--- config.mk ---
export PLATFORM = sky130hd
export DESIGN_NAME = and_32
export DESIGN_NICKNAME = d
export VERILOG_FILES = /design/src/rtl/and_32.sv
export SDC_FILE = /design/constraint.sdc
export NUM_CORES = 1
export LEC_CHECK = 0
export CORE_MARGIN = 4
export CORE_UTILIZATION = 35
export CTS_CLUSTER_DIAMETER = 50
export DETAILED_ROUTE_END_ITERATION = 10
export PLACE_DENSITY_LB_ADDON = 0.2
export RECOVER_POWER = 100
export SLEW_MARGIN = 10
export SYNTH_ARGS = -nofsm -noshare
export SYNTH_HDL_FRONTEND = slang
export SYNTH_SLANG_ARGS = --single-unit
--- constraint.sdc ---
create_clock -name clock -period 1.3 [get_ports clock]
set_clock_uncertainty 0.2 [all_clocks]
set_input_delay 0.26 -clock clock [delete_from_list [all_inputs] [get_ports clock]]
set_output_delay 0.26 -clock clock [all_outputs]
set_load 0.02 [all_outputs]
--- src/rtl/and_32.sv ---
// Bitwise AND unit for the ALU: combinational result plus a registered copy
// carrying valid, zero and set-bit-count flags for the pipelined result path.
module and_32 #(
    parameter int WIDTH = 32
) (
    input  logic                       clock,
    input  logic                       clear,
    input  logic [WIDTH-1:0]           Ra,
    input  logic [WIDTH-1:0]           Rb,
    input  logic                       en,
    output logic [WIDTH-1:0]           Rz,
    output logic [WIDTH-1:0]           Rz_q,
    output logic                       valid_q,
    output logic                       zero_q,
    output logic [$clog2(WIDTH):0]     ones_q
);

    localparam int CW = $clog2(WIDTH) + 1;

    logic [WIDTH-1:0] w_and;
    logic [CW-1:0]    w_ones;
    logic             w_zero;

    logic [WIDTH-1:0] r_rz;
    logic             r_valid;
    logic             r_zero;
    logic [CW-1:0]    r_ones;

    assign w_and  = Ra & Rb;
    assign w_zero = (w_and == '0);

    always_comb begin
        w_ones = '0;
        for (int i = 0; i < WIDTH; i++) begin
            w_ones = w_ones + CW'(w_and[i]);
        end
    end

    // Flags hold with the result when en is low; only valid drops.
    always_ff @(posedge clock or posedge clear) begin
        if (clear) begin
            r_rz    <= '0;
            r_valid <= 1'b0;
            r_zero  <= 1'b1;
            r_ones  <= '0;
        end else begin
            r_valid <= en;
            if (en) begin
                r_rz   <= w_and;
                r_zero <= w_zero;
                r_ones <= w_ones;
            end
        end
    end

    assign Rz      = w_and;
    assign Rz_q    = r_rz;
    assign valid_q = r_valid;
    assign zero_q  = r_zero;
    assign ones_q  = r_ones;

endmodule

==> load_flow_metrics.sql <==
INSERT INTO impl_metrics (metric_group, metric, value, unit) VALUES
('critical_path', 'crit_path_end_kind', 'register', ''),
('timing', 'tightest_slew', '0.606', 'ns'),
('timing', 'post-route-period-util', '349', '%'),
('synthesis', 'number_of_flops_mapped_to_enable_cells_by_yosys', '0', ''),
('critical_path', 'setup.worst_path.start_class', 'input pin', ''),
('timing', 'rsz0062_at_grt', 'yes', ''),
('critical_path', 'crit_required', '1.28', 'ns'),
('synthesis', 'synth_top_cell_area_share', '39.0', '%'),
('floorplan', 'die_h', '92.6', 'um'),
('placed_design', 'placed_cells', '461', ''),
('timing', 'slew-limit-headroom', '59.6', '%'),
('final_layout', 'area_delta_synth_final', '89.3', '%'),
('floorplan', 'ios', '139', ''),
('synthesis', 'yosys_warnings', '0', ''),
('synthesis', 'synth.largest_area_cell', 'dfrtp_1', ''),
('clocking', 'clk_root_buffer_cell', 'clkbuf_8', ''),
('detailed_routing', 'ant_nets', '0', ''),
('clocking', 'cts_hold_repair.buffers', '0', ''),
('timing', 'maxClockFrequency', '220', 'MHz'),
('power_and_ir_drop', 'swShare', '36.4', '%'),
('timing', 'min_period', '4.54', 'ns'),
('floorplan', 'initial_utilization', '36.4', '%'),
('job', 'cap_violations', '0', ''),
('detailed_routing', 'drc', '0', ''),
('placed_design', 'port-buffer-count', '138', ''),
('detailed_routing', 'wl_per_cell', '16.3', 'um'),
('power_and_ir_drop', 'static-leakage-power', '0.00250', 'uW'),
('status', 'run_status', 'complete, but fails checks', ''),
('placed_design', 'place_hpwl', '6510', 'um'),
('power_and_ir_drop', 'power_density', '1360', 'nW/um2'),
('synthesis', 'synth_top_flop_cell', 'dfrtp_1', ''),
('grt', 'grt_util_all_layers', '20.2', '%'),
('timing', 'fin_setup_tns', '-23.47', 'ns'),
('floorplan', 'placementRows', '30', ''),
('power_and_ir_drop', 'internal-power', '4090', 'uW'),
('clocking', 'cts-buffers-inserted', '5', ''),
('timing', 'maxSlewViolCount', '0', ''),
('synthesis', 'ys_ff_latch', '40', ''),
('floorplan', 'floorplan.die_area', '8570', 'um2'),
('power_and_ir_drop', 'combPwrFrac', '63.6', '%'),
('status', 'violated_checks', 'negative setup slack', ''),
('detailed_routing', 'drt-initial-drc-count', '34', ''),
('power_and_ir_drop', 'post-layout-total-power', '6420', 'uW'),
('synthesis', 'ys_top_cells_by_count', '39 x dfrtp_1, 35 x mux2_2, 25 x inv_1', ''),
('timing', 'hold_violation_count_in_the_final_report', '0', ''),
('grt', 'grt_start_max_net_pins', '24', ''),
('final_layout', 'antennaDiodeCount', '0', ''),
('synthesis', 'syn-instance-count', '198', ''),
('grt', 'vias_in_the_first_global_route', '2599', ''),
('synthesis', 'yosys.cell_types.count', '32', ''),
('synthesis', 'syn-num-nets', '297', ''),
('power_and_ir_drop', 'clock_power_share', '12.6', '%'),
('power_and_ir_drop', 'sequential_share_of_power', '23.8', '%'),
('detailed_routing', 'dr_total_vias', '2317', ''),
('final_layout', 'fin_nets', '518', ''),
('critical_path', 'crit_path_max_fanout', '2', ''),
('timing', 'setup_slack', '-3.24', 'ns'),
('synthesis', 'postSynth.asyncResetShare', '100', '%'),
('clocking', 'cts.reportedPaths.clkPinSlew', '0.08', 'ns'),
('clocking', 'clock_sinks', '40', ''),
('final_layout', 'final_util', '69.0', '%'),
('synthesis', 'post_synthesis_sequential_area_ratio', '40.0', '%'),
('worst_hold_path', 'hold_path_class', 'in2async', ''),
('grt', 'grt_pass1_wl', '13400', 'um'),
('synthesis', 'syn_area_per_cell', '12.6', 'um2'),
('placed_design', 'preCtsSetupSlack', '-4.01', 'ns'),
('synthesis', 'leading_cell_type_by_number_of_instances_after_synthesis', 'dfrtp_1', ''),
('synthesis', 'synth.cell_area', '2500', 'um2'),
('placed_design', 'final_weighted_congestion_in_routability_driven_placement', '0.794', ''),
('grt', 'antenna_found_initial', '0', ''),
('timing', 'total_of_endpoints_with_negative_setup_slack_in_the_final_report', '39', '');
## stage by stage
step           cell area, um2  hold slack [ns]
2_1_floorplan            2580           0.0384
3_3_place_gp             4330            0.288
3_5_place_dp             4330            0.294
4_1_cts                  4750           0.0699
5_1_grt                  4740            0.199
6_report                 4740            0.183
## power by group through the flow
stage	Combinational (uW)	Sequential (uW)	Clock, uW
6_report	4080	1530	811
5_1_grt	4520	1550	880
4_1_cts	3960	1520	842
3_5_place_dp	3680	1520	0
3_3_place_gp	3600	1520	0
2_1_floorplan	2040	1710	0
## timing repair
| item | 4_1_cts | 5_1_grt |
|---|---|---|
| endpoints found under the setup margin | 80 | 64 |
| resized for setup | 632 | 65 |
| gates cloned | 0 | 0 |
| pin swaps | 57 | 26 |
| buffers inserted | 68 | 11 |
## final timing paths
kind,start,end,depth (start not counted)
setup / recovery,Ra[9],ones_q[4],15
hold / removal,clear,Rz_q[18],2
setup reg to reg,zero_q,zero_q,2
hold reg to reg,Rz_q[25],Rz_q[25],1
max in group asynchronous,clear,Rz_q[25],3
min in group clock,en,zero_q,4
## cell families after synthesis
logic type / Yosys count / share of synthesized area [%]
AND/OR/NAND/NOR: 49 / 12.6
adder cells (fa/ha/maj): 32 / 23.2
multiplexers: 35 / 15.7
XOR/XNOR: 2 / 0.700
flip-flops: 40 / 40.0
AO/OA/AOI/OAI: 9 / 2.75
buffers and inverters: 31 / 5.00
## placed cells by master, fill, tap and decap left out, drive strengths merged, types with 2 or more instances in the layout
cell type / count
mux2: 35
a21o: 2
nand2b: 2
and2: 25
nor4: 4
a21oi: 2
or4: 3
clkdlybuf4s15: 2
buf: 185
dlygate4sd2: 4
nand2: 9
fa: 24
dfrtp: 39
nor2b: 2
ha: 8
inv: 24
clkbuf: 35
## state kept, by name, summed over array words and instances, names as in the netlist
register and count:
zero_q 1, valid_q 1, ones_q 6, Rz_q 32
## layout make-up
type	instances	area, um2
Tap cell	96	120
Clock buffer	8	80.1
Multi-Input combinational cell	127	1520
Sequential cell	40	1000
Timing Repair Buffer	219	1910
Fill cell	532	2130
Inverter	26	104
## per-layer routing
metal | GRT usage, % | vias to the layer above | routed length (um)
met5 | 0 | - | 0
met3 | 5.52 | 5 | 513
met1 | 25.6 | 1154 | 3400
met4 | 4.21 | 0 | 59
met2 | 34.6 | 75 | 4430
li1 | - | 1083 | -
## worst max-delay path: stages
cell	delay (ns)
buf_6	0.09
and2_4	0.15
fa_1	0.51
fa_2	0.56
fa_2	0.45
fa_2	0.56
fa_1	0.42
fa_1	0.55
ha_4	0.15
inv_2	0.03
fa_2	0.35
nor2b_1	0.12
o21a_1	0.15
o21ai_1	0.07
o311ai_1	0.09
Power figures use the tool's default switching activity.
